==> src/rtl/sr_pkg.sv <==
// ----------------------------------------------------------------------------
// sr_pkg
// Definitions shared by the serial write/readback engine and its clock
// generator:
//   - sr_state_t : one-hot FSM state encoding (IDLE/SHIFT/LOAD/DONE)
//   - sr_clog2   : ceiling log2, used for elaboration-time width checks and
//                  for sizing small internal counters
// ----------------------------------------------------------------------------
package sr_pkg;

    typedef enum logic [3:0] {
        ST_IDLE  = 4'b0001,
        ST_SHIFT = 4'b0010,
        ST_LOAD  = 4'b0100,
        ST_DONE  = 4'b1000
    } sr_state_t;

    // Ceiling log2; sr_clog2(1) = 0, sr_clog2(2) = 1, sr_clog2(171) = 8.
    function automatic int sr_clog2(input int value);
        int result;
        int rem;
        result = 32'sd0;
        rem    = value - 32'sd1;
        while (rem > 32'sd0) begin
            result = result + 32'sd1;
            rem    = rem >>> 32'sd1;
        end
        return result;
    endfunction

endpackage

==> src/rtl/sr_clk_gen.sv <==
// ----------------------------------------------------------------------------
// sr_clk_gen
// Divided serial clock for the shift-register engine. While en is high a
// half-period counter runs from 0 to div and toggles sclk each time it hits
// div, so each sclk phase lasts div+1 clk cycles. The counter compares before
// incrementing, so div = all-ones never wraps it. While en is low sclk idles
// low and the counter is held at zero, so the first phase after enable is a
// full low phase.
// Ports:
//   clk, rst : control clock, asynchronous active-high reset
//   en       : run the divider
//   div      : half-period minus one
//   sclk     : registered serial clock
//   rise     : this clk edge drives sclk 0->1
//   fall     : this clk edge drives sclk 1->0
// ----------------------------------------------------------------------------
module sr_clk_gen
    import sr_pkg::*;
#(
    parameter int DIV_WIDTH = 8
) (
    input  logic                 clk,
    input  logic                 rst,
    input  logic                 en,
    input  logic [DIV_WIDTH-1:0] div,
    output logic                 sclk,
    output logic                 rise,
    output logic                 fall
);

    logic [DIV_WIDTH-1:0] half_cnt_r;
    logic                 sclk_r;
    logic                 half_end_s;

    assign half_end_s = (half_cnt_r == div);

    // Half-period counter and sclk toggle flop.
    always_ff @(posedge clk or posedge rst) begin
        if (rst) begin
            half_cnt_r <= '0;
            sclk_r     <= 1'b0;
        end else if (!en) begin
            half_cnt_r <= '0;
            sclk_r     <= 1'b0;
        end else if (half_end_s) begin
            half_cnt_r <= '0;
            sclk_r     <= ~sclk_r;
        end else begin
            half_cnt_r <= half_cnt_r + DIV_WIDTH'(1);
        end
    end

    assign rise = en & half_end_s & ~sclk_r;
    assign fall = en & half_end_s & sclk_r;
    assign sclk = sclk_r;

endmodule

==> src/rtl/sr_rw_engine.sv <==
// ----------------------------------------------------------------------------
// sr_rw_engine
// Serial write/readback engine for configuration shift-register chains.
// On an accepted start the word din is shifted out on sdo under a divided
// serial clock, the bits returned on sdi are captured into dout_rb, and
// load_sr is pulsed for LOAD_CYCLES clk cycles, followed by a one-cycle done.
// Ports:
//   clk, rst : control clock, asynchronous active-high reset
//   start    : request, accepted only in IDLE (din/div latched on accept)
//   din      : word to write
//   div      : sclk half-period minus one
//   sdi      : serial return from the end of the chain
//   busy     : high from the cycle after accept through the done cycle
//   done     : one-cycle completion pulse, dout_rb valid from this cycle
//   dout_rb  : captured readback word, cleared on accept
//   sdo      : serial data to the chain
//   sclk     : serial clock, idles low
//   load_sr  : parallel-load strobe to the chain
//   bit_cnt  : number of bits completed in the current transfer
// All outputs come straight from flops (sclk from the divider's flop).
// ----------------------------------------------------------------------------
module sr_rw_engine
    import sr_pkg::*;
#(
    parameter int DATA_WIDTH      = 170,
    parameter int CNT_WIDTH       = 8,
    parameter int DIV_WIDTH       = 8,
    parameter int SHIFT_DIRECTION = 1,
    parameter int LOAD_CYCLES     = 2
) (
    input  logic                  clk,
    input  logic                  rst,
    input  logic                  start,
    input  logic [DATA_WIDTH-1:0] din,
    input  logic [DIV_WIDTH-1:0]  div,
    input  logic                  sdi,
    output logic                  busy,
    output logic                  done,
    output logic [DATA_WIDTH-1:0] dout_rb,
    output logic                  sdo,
    output logic                  sclk,
    output logic                  load_sr,
    output logic [CNT_WIDTH-1:0]  bit_cnt
);

    localparam int LOAD_CNT_W = (sr_clog2(LOAD_CYCLES) < 1) ? 1 : sr_clog2(LOAD_CYCLES);
    localparam logic [CNT_WIDTH-1:0]  LAST_BIT  = CNT_WIDTH'(DATA_WIDTH - 1);
    localparam logic [LOAD_CNT_W-1:0] LOAD_LAST = LOAD_CNT_W'(LOAD_CYCLES - 1);

    generate
        if (CNT_WIDTH < sr_clog2(DATA_WIDTH + 1)) begin : g_cnt_width_check
            $error("sr_rw_engine: CNT_WIDTH cannot hold DATA_WIDTH");
        end
    endgenerate

    sr_state_t                 state_r;
    sr_state_t                 state_nxt_s;
    logic [DATA_WIDTH-1:0]     sh_r;
    logic [DATA_WIDTH-1:0]     rb_r;
    logic [DATA_WIDTH-1:0]     sh_shift_s;
    logic [DATA_WIDTH-1:0]     rb_shift_s;
    logic [DATA_WIDTH-1:0]     sdi_lsb_s;
    logic [DATA_WIDTH-1:0]     sdi_msb_s;
    logic [DIV_WIDTH-1:0]      div_l_r;
    logic [CNT_WIDTH-1:0]      bit_cnt_r;
    logic [LOAD_CNT_W-1:0]     load_cnt_r;
    logic                      sdo_r;
    logic                      busy_r;
    logic                      done_r;
    logic                      load_sr_r;
    logic                      accept_s;
    logic                      sclk_s;
    logic                      rise_s;
    logic                      fall_s;

    // Bit that goes on the wire first from a word, for the configured order.
    function automatic logic first_bit(input logic [DATA_WIDTH-1:0] word);
        if (SHIFT_DIRECTION != 0) begin
            return word[DATA_WIDTH-1];
        end else begin
            return word[0];
        end
    endfunction

    sr_clk_gen #(
        .DIV_WIDTH (DIV_WIDTH)
    ) u_clk_gen (
        .clk  (clk),
        .rst  (rst),
        .en   (state_r == ST_SHIFT),
        .div  (div_l_r),
        .sclk (sclk_s),
        .rise (rise_s),
        .fall (fall_s)
    );

    assign accept_s = (state_r == ST_IDLE) & start;

    // FSM state register.
    always_ff @(posedge clk or posedge rst) begin
        if (rst) begin
            state_r <= ST_IDLE;
        end else begin
            state_r <= state_nxt_s;
        end
    end

    // FSM next-state logic; SHIFT ends on the falling sclk of the last bit.
    always_comb begin
        state_nxt_s = state_r;
        case (state_r)
            ST_IDLE: begin
                if (start) state_nxt_s = ST_SHIFT;
                else       state_nxt_s = ST_IDLE;
            end
            ST_SHIFT: begin
                if (fall_s && (bit_cnt_r == LAST_BIT)) state_nxt_s = ST_LOAD;
                else                                   state_nxt_s = ST_SHIFT;
            end
            ST_LOAD: begin
                if (load_cnt_r == LOAD_LAST) state_nxt_s = ST_DONE;
                else                         state_nxt_s = ST_LOAD;
            end
            ST_DONE: state_nxt_s = ST_IDLE;
            default: state_nxt_s = ST_IDLE;
        endcase
    end

    // Next contents of the transmit and readback shifters.
    always_comb begin
        sdi_lsb_s                 = '0;
        sdi_msb_s                 = '0;
        sdi_lsb_s[0]              = sdi;
        sdi_msb_s[DATA_WIDTH-1]   = sdi;
        if (SHIFT_DIRECTION != 0) begin
            sh_shift_s = sh_r << 1'b1;
            rb_shift_s = (rb_r << 1'b1) | sdi_lsb_s;
        end else begin
            sh_shift_s = sh_r >> 1'b1;
            rb_shift_s = (rb_r >> 1'b1) | sdi_msb_s;
        end
    end

    // Datapath: latch on accept, sample sdi on sclk rise, advance on sclk fall.
    always_ff @(posedge clk or posedge rst) begin
        if (rst) begin
            sh_r      <= '0;
            rb_r      <= '0;
            div_l_r   <= '0;
            bit_cnt_r <= '0;
            sdo_r     <= 1'b0;
        end else if (accept_s) begin
            sh_r      <= din;
            rb_r      <= '0;
            div_l_r   <= div;
            bit_cnt_r <= '0;
            sdo_r     <= first_bit(din);
        end else if (state_r == ST_SHIFT) begin
            if (rise_s) begin
                rb_r <= rb_shift_s;
            end
            if (fall_s) begin
                bit_cnt_r <= bit_cnt_r + CNT_WIDTH'(1);
                if (bit_cnt_r == LAST_BIT) begin
                    sdo_r <= 1'b0;
                end else begin
                    sh_r  <= sh_shift_s;
                    sdo_r <= first_bit(sh_shift_s);
                end
            end
        end
    end

    // Load-pulse length counter; runs only while in LOAD.
    always_ff @(posedge clk or posedge rst) begin
        if (rst) begin
            load_cnt_r <= '0;
        end else if (state_r == ST_LOAD) begin
            load_cnt_r <= load_cnt_r + LOAD_CNT_W'(1);
        end else begin
            load_cnt_r <= '0;
        end
    end

    // Handshake/strobe flops decoded from the next state so they align with it.
    always_ff @(posedge clk or posedge rst) begin
        if (rst) begin
            busy_r    <= 1'b0;
            done_r    <= 1'b0;
            load_sr_r <= 1'b0;
        end else begin
            busy_r    <= (state_nxt_s != ST_IDLE);
            done_r    <= (state_nxt_s == ST_DONE);
            load_sr_r <= (state_nxt_s == ST_LOAD);
        end
    end

    assign busy    = busy_r;
    assign done    = done_r;
    assign load_sr = load_sr_r;
    assign sdo     = sdo_r;
    assign sclk    = sclk_s;
    assign dout_rb = rb_r;
    assign bit_cnt = bit_cnt_r;

endmodule

==> config.mk <==
export PLATFORM = sky130hd
export DESIGN_NAME = sr_rw_engine
export DESIGN_NICKNAME = d
export VERILOG_FILES = /design/src/rtl/sr_pkg.sv /design/src/rtl/sr_clk_gen.sv /design/src/rtl/sr_rw_engine.sv
export SDC_FILE = /design/constraint.sdc
export NUM_CORES = 1
export LEC_CHECK = 0
export ABC_AREA = 1
export CAP_MARGIN = 40
export CORE_ASPECT_RATIO = 2
export CORE_MARGIN = 2
export CORE_UTILIZATION = 30
export CTS_CLUSTER_DIAMETER = 50
export DETAILED_ROUTE_END_ITERATION = 6
export DONT_BUFFER_PORTS = 1
export GPL_ROUTABILITY_DRIVEN = 0
export RECOVER_POWER = 25
export SLEW_MARGIN = 20
export SYNTH_ARGS = -nofsm -noshare
export SYNTH_HDL_FRONTEND = slang
export SYNTH_SLANG_ARGS = --single-unit
==> constraint.sdc <==
create_clock -name clk -period 26.7 [get_ports clk]
set_input_delay 6.675 -clock clk [delete_from_list [all_inputs] [get_ports clk]]
set_output_delay 6.675 -clock clk [all_outputs]
set_load 0.01 [all_outputs]
# After elaboration in Yosys (flattened, before gate mapping)
# Cells that the tools add are included.
# op_classes
addsub,3
mul,0
n_div,0
magnitude_cmp,0
eq_ne,10
shift,0
muxes,23
bitwise,6
reduce_logical,7
# op_table
op,count
$mux W169,4
$mux W170,3
$or A170 B1 Y170,1
$mux W8,5
$add A8 B1 Y8 const B,2
$pmux W4 S3,1
$eq A4 B3 Y1 const B,2
$eq A8 B8 Y1,1
$eq A8 B8 Y1 const B,1
$mux W1,7
$reduce_bool A2 Y1,3
$and A1 B1 Y1,4
$eq A4 B1 Y1 const B,1
$eq A4 B2 Y1 const B,1
$eq A4 B4 Y1 const B,1
$mux W4,1
$ne A2 B2 Y1 const B,2
$ne A4 B1 Y1 const B,1
$reduce_and A2 Y1,2
$mux W3,1
$reduce_and A3 Y1,1
$mux W2,1
$add A1 B1 Y1 const B,1
$logic_and A1 B1 Y1,1
$not A1 Y1,1
# word_totals
regBits,373
latch_bits,0
ram_bits,0
rom_bits,0
input_bits,182
out_inout_bits,183
elab_cells,61
mem_count,0

# Logic depth before layout (Yosys ltp)
# depth
depth_word,7
depth_mapped,12
ltp_nobuf,11

# Cells and area by module
# From an unflattened synthesis, not the netlist that was laid out.
# hier_totals
hier_cells,2269
hier_area_um2,17451.7
# modules_own_cells
mod,instances,cells_each,area_each_um2,seq_area_each_um2
sr_rw_engine,1,2184,16833.6,9110.0
sr_clk_gen,1,85,618.1,225.2

# Worst setup path before layout
# No wires, ideal clock.
# synth_path
path_kind,in2reg
start,input port start
end,"register rb_r[117], in the netlist dout_rb[117]"
setup_ps,76
arrival_ps,7646
required_time_ps,26624
slack_ps,18977
cell_stages,6
path_buffers,3
path_cell_list,nand3_1 > buf_2 > clkbuf_1 > clkbuf_1 > nand2_1 > o21ai_1
# synth_between
elab_chain_len,3
elab_cells_between_ends,5
classes_between,mux: 1; bitwise: 1; reduce/logical: 3
# synth_rtl
item,line_no,rtl
start: declaration,sr_rw_engine.sv:33,"input logic start,"
$and A1 B1 Y1 *,sr_rw_engine.sv:97,assign accept_s = (state_r == ST_IDLE) & start;
$reduce_bool A2 Y1 (no line),-,
$reduce_and A2 Y1 (no line),-,
end signal: assignment,sr_rw_engine.sv:160,rb_r <= rb_shift_s;
end: declaration,sr_rw_engine.sv:59,logic [DATA_WIDTH-1:0] rb_r;
# Mark *: on every way between the ends. The rest lies on a longest branch, timed or not.
# A chain may end at the register's enable or synchronous reset.

==> impl_metrics.csv <==
group,metric,value,unit
routing,drt_first_pass_iters,7,
routing,drcViolationCount,0,
hold_path,whs_path_depth,1,
setup_path,end_kind,"async pin",
hold_path,worstHoldEndpoint,"load_cnt_r$_DFF_PP0_",
floorplan,die_y,348.9,µm
routing,vias,14920,
hold_path,min_from,"load_cnt_r$_DFF_PP0_",
clock_network,cts_buffers,40,
floorplan,start_util,0.3026,
clock_network,cts_setup_buffers,0,
logic_synthesis,synth_seq_cells,373,
logic_synthesis,synth_compound_area_frac,0.05406,
setup_path,rr_endpoint,"dout_rb[58]$_DFFE_PP0P_",
routing,drtAntennaViolNets,0,
placement,dp_hpwl,33.56,mm
sta,worstMarginPinSlew,6.449,ns
logic_synthesis,synth_edf_count,0,
global_route,overflow,0,
cells_and_area,drive_gt1_frac,0.04613,
global_route,grt_max_degree,170,
setup_path,path_buf_inv,2,
clock_network,cts.clk_slew.worst_paths,0.06,ns
routing,wl,50.38,mm
routing,drtIter0Drc,817,
power,vdd_ir_drop_max,0.05349,mV
power,p_sw,0.2522,mW
power,clkPwrFrac,0.500,
clock_network,cts-root-buf,"clkbuf_16",
sta,clock_skew,0.01258,ns
global_route,antenna_found_initial,0,
sta,slew_headroom,-3.299,
power,internal-power,0.9029,mW
global_route,grt_use_total,0.1606,
logic_synthesis,synth_common_cells,"1009 x nand2_1, 424 x nand3_1, 372 x dfrtp_1",
sta,period_needed,13.07,ns
clock_network,cts_max_level,2,
sta,slew_violations,251,
sta,report.final.setup_viol,0,
sta,hold_viol_final,0,
clock_network,cts_tree,"built",
logic_synthesis,syn_nets,2537,
status,violations,"max-capacitance violations, max-slew violations",
sta,rsz0062_at_grt,"false",
placement,place_area,18400,µm²
setup_path,r2r_slack,22.87,ns
floorplan,die_x,176.5,µm
logic_synthesis,synth_xor_area_frac,0.003927,
logic_synthesis,yosysMostFrequentCell,"nand2_1",
logic_synthesis,synth.largest_area_cell,"dfrtp_1",
routing,via_per_inst,4.900,
setup_path,r2r_cells,11,
logic_synthesis,ys_top_cells_by_area,"dfrtp_1 52%, nand2_1 21%, nand3_1 12%, o21ai_1 4.1%, buf_2 2.6%",
floorplan,die-area,61560,µm²
logic_synthesis,seq_area_frac_synth,0.5232,
logic_synthesis,synthAdderAreaFrac,0.002104,
floorplan,rows,126,
sta,fin_tns_setup,0,ns
placement,port_buffers,0,
power,power_frac_comb,0.011,
global_route,grt_pass1_wl,80.21,mm
setup_path,cp-startpoint,"rst",
logic_synthesis,yosys_warnings,0,
logic_synthesis,ys_dominant_reg_cell,"dfrtp_1",
clock_network,cts.repair.resized,0,
setup_path,cp_top_family,"buffers and inverters",
cells_and_area,area_growth_syn_to_layout,11.34,%
setup_path,crit-reg2reg-launch,"state_r[2]$_DFF_PP0_",
logic_synthesis,synth_top_cell_area_share,0.5217,
power,p_leak,10.62,nW
logic_synthesis,synth-simple-area-share,0.3428,
floorplan,core,58960,µm²
run,drv_cap,3,
clock_network,clk_path_buf_depth,3,
power,seqPwrFrac,0.489,
logic_synthesis,synth_cell_types,28,
setup_path,crit_path_max_incr_delay,4.53,ns
cells_and_area,nNetsFinal,2432,
status,status,"complete, but fails checks",
global_route,grt_pass1_vias,14600,
routing,wl_per_cell,16.55,µm
hold_path,hold_class,"flip-flop to flip-flop",
logic_synthesis,syn-mean-instance-area,7.586,µm²
sta,clock.fmax,76.51,MHz
sta,min_period_over_period,0.4895,
logic_synthesis,synthArstFlopShare,1.000,
setup_path,critPathMaxFanout,118,
power,netSwitchingFraction,0.2184,
logic_synthesis,syn_area,17840,µm²
cells_and_area,design_area,19870,µm²
setup_path,critPathRequiredTime,25.78,ns
setup_path,start_kind,"input port",
setup_path,path_class,"input port to async pin",
clock_network,cts.sinks,373,
cells_and_area,n_antenna_cell,0,
logic_synthesis,netlist_instances,2352,
power,powerDensity,58.15,nW/µm²
floorplan,ios,365,
setup_path,critical_path.slowest_cell,"clkbuf_1",
logic_synthesis,synth_top_family_by_area,"simple AND/OR/NAND/NOR gates",
logic_synthesis,synth_mux_area_frac,0,
clock_network,cts_hold_buf,0,
setup_path,cp.arrival,12.15,ns
setup_path,crit_chain,"clkinvlp_2, clkbuf_1",
clock_network,clkLatencyLatePin,0.55,ns
## layer usage
metal | routed length, µm | part of all wire | global-route usage
met5 | 0 | 0 | 0
met4 | 1275 | 0.025 | 0.04874
met3 | 5742 | 0.11 | 0.06625
met2 | 23590 | 0.47 | 0.2671
met1 | 19780 | 0.39 | 0.1879
## power groups by stage
| stage | clock [mW] | combinational, mW | sequential [mW] |
|---|---|---|---|
| 3_5_place_dp | 0 | 0.0139 | 0.576 |
| 3_3_place_gp | 0 | 0.0128 | 0.576 |
| 6_report | 0.577 | 0.0124 | 0.565 |
| 2_1_floorplan | 0 | 0.00829 | 0.576 |
| 5_1_grt | 0.619 | 0.0151 | 0.565 |
| 4_1_cts | 0.600 | 0.0139 | 0.565 |
## layout by cell type (no fill, tap or decap), drive strengths merged
master and instances:
ha 3, nor3 5, xnor2 3, inv 127, or2 1, o21ai 186
buf 29, nand3 425, nand2 1010, clkbuf 58, dfrtp 372, o22ai 2
clkinvlp 4, nand4 5, o31ai 1, bufinv 3, a21oi 2, clkinv 7
dfstp 1, nor2 27, xor2 5
## stage by stage
stage / util / instances / worst slack, ns / hold slack (ns) / power, mW
after floorplan: - / 2352 / 9.668 / 0.4484 / 0.5844
after global placement: 0.3082 / 2958 / 17.02 / 0.4626 / 0.5886
after detailed placement: 0.3121 / 2967 / 17.04 / 0.4821 / 0.5897
after CTS: 0.3352 / 3038 / 17.64 / 0.4904 / 1.179
after global routing: 0.3369 / 3044 / 12.15 / 0.5194 / 1.199
final: 0.3369 / 3044 / 13.63 / 0.4896 / 1.155
## state kept, by name, summed over array words and instances (netlist names)
| name | cells |
|---|---|
| sdo | 1 |
| done | 1 |
| state_r | 4 |
| div_l_r | 8 |
| load_cnt_r | 1 |
| load_sr | 1 |
| busy | 1 |
| bit_cnt | 8 |
| u_clk_gen.half_cnt_r | 8 |
| sh_r | 169 |
| dout_rb | 170 |
| u_clk_gen.sclk | 1 |
## worst max-delay path by stage
| stage | endpoint | depth (start not counted) |
|---|---|---|
| after CTS | sh_r[48]$_DFFE_PP0P_ | 8 |
| after global routing | dout_rb[148]$_DFFE_PP0P_ | 2 |
| after global placement | sh_r[25]$_DFFE_PP0P_ | 8 |
| after detailed placement | sh_r[48]$_DFFE_PP0P_ | 8 |
| final | dout_rb[129]$_DFFE_PP0P_ | 2 |
| after floorplan | bit_cnt[0]$_DFFE_PP0P_ | 1 |
## final cells by class
| cell class | count | area, µm² |
|---|---|---|
| Fill cell | 6245 | 39100 |
| Multi-Input combinational cell | 1675 | 7226 |
| Clock inverter | 16 | 202.7 |
| Timing Repair Buffer | 32 | 506.7 |
| Clock buffer | 55 | 1160 |
| Inverter | 125 | 475.5 |
| Sequential cell | 373 | 9335 |
| Tap cell | 768 | 960.9 |
## logic make-up after synthesis
| kind of cell | Yosys count |
|---|---|
| and+or+nand+nor | 1473 |
| DFF | 373 |
| buffers and inverters | 304 |
| AOI/OAI and AO/OA | 191 |
| xor gates and xnor gates | 8 |
| adders and majority gates | 3 |
Note: power is estimated with default switching activity, not from simulation.
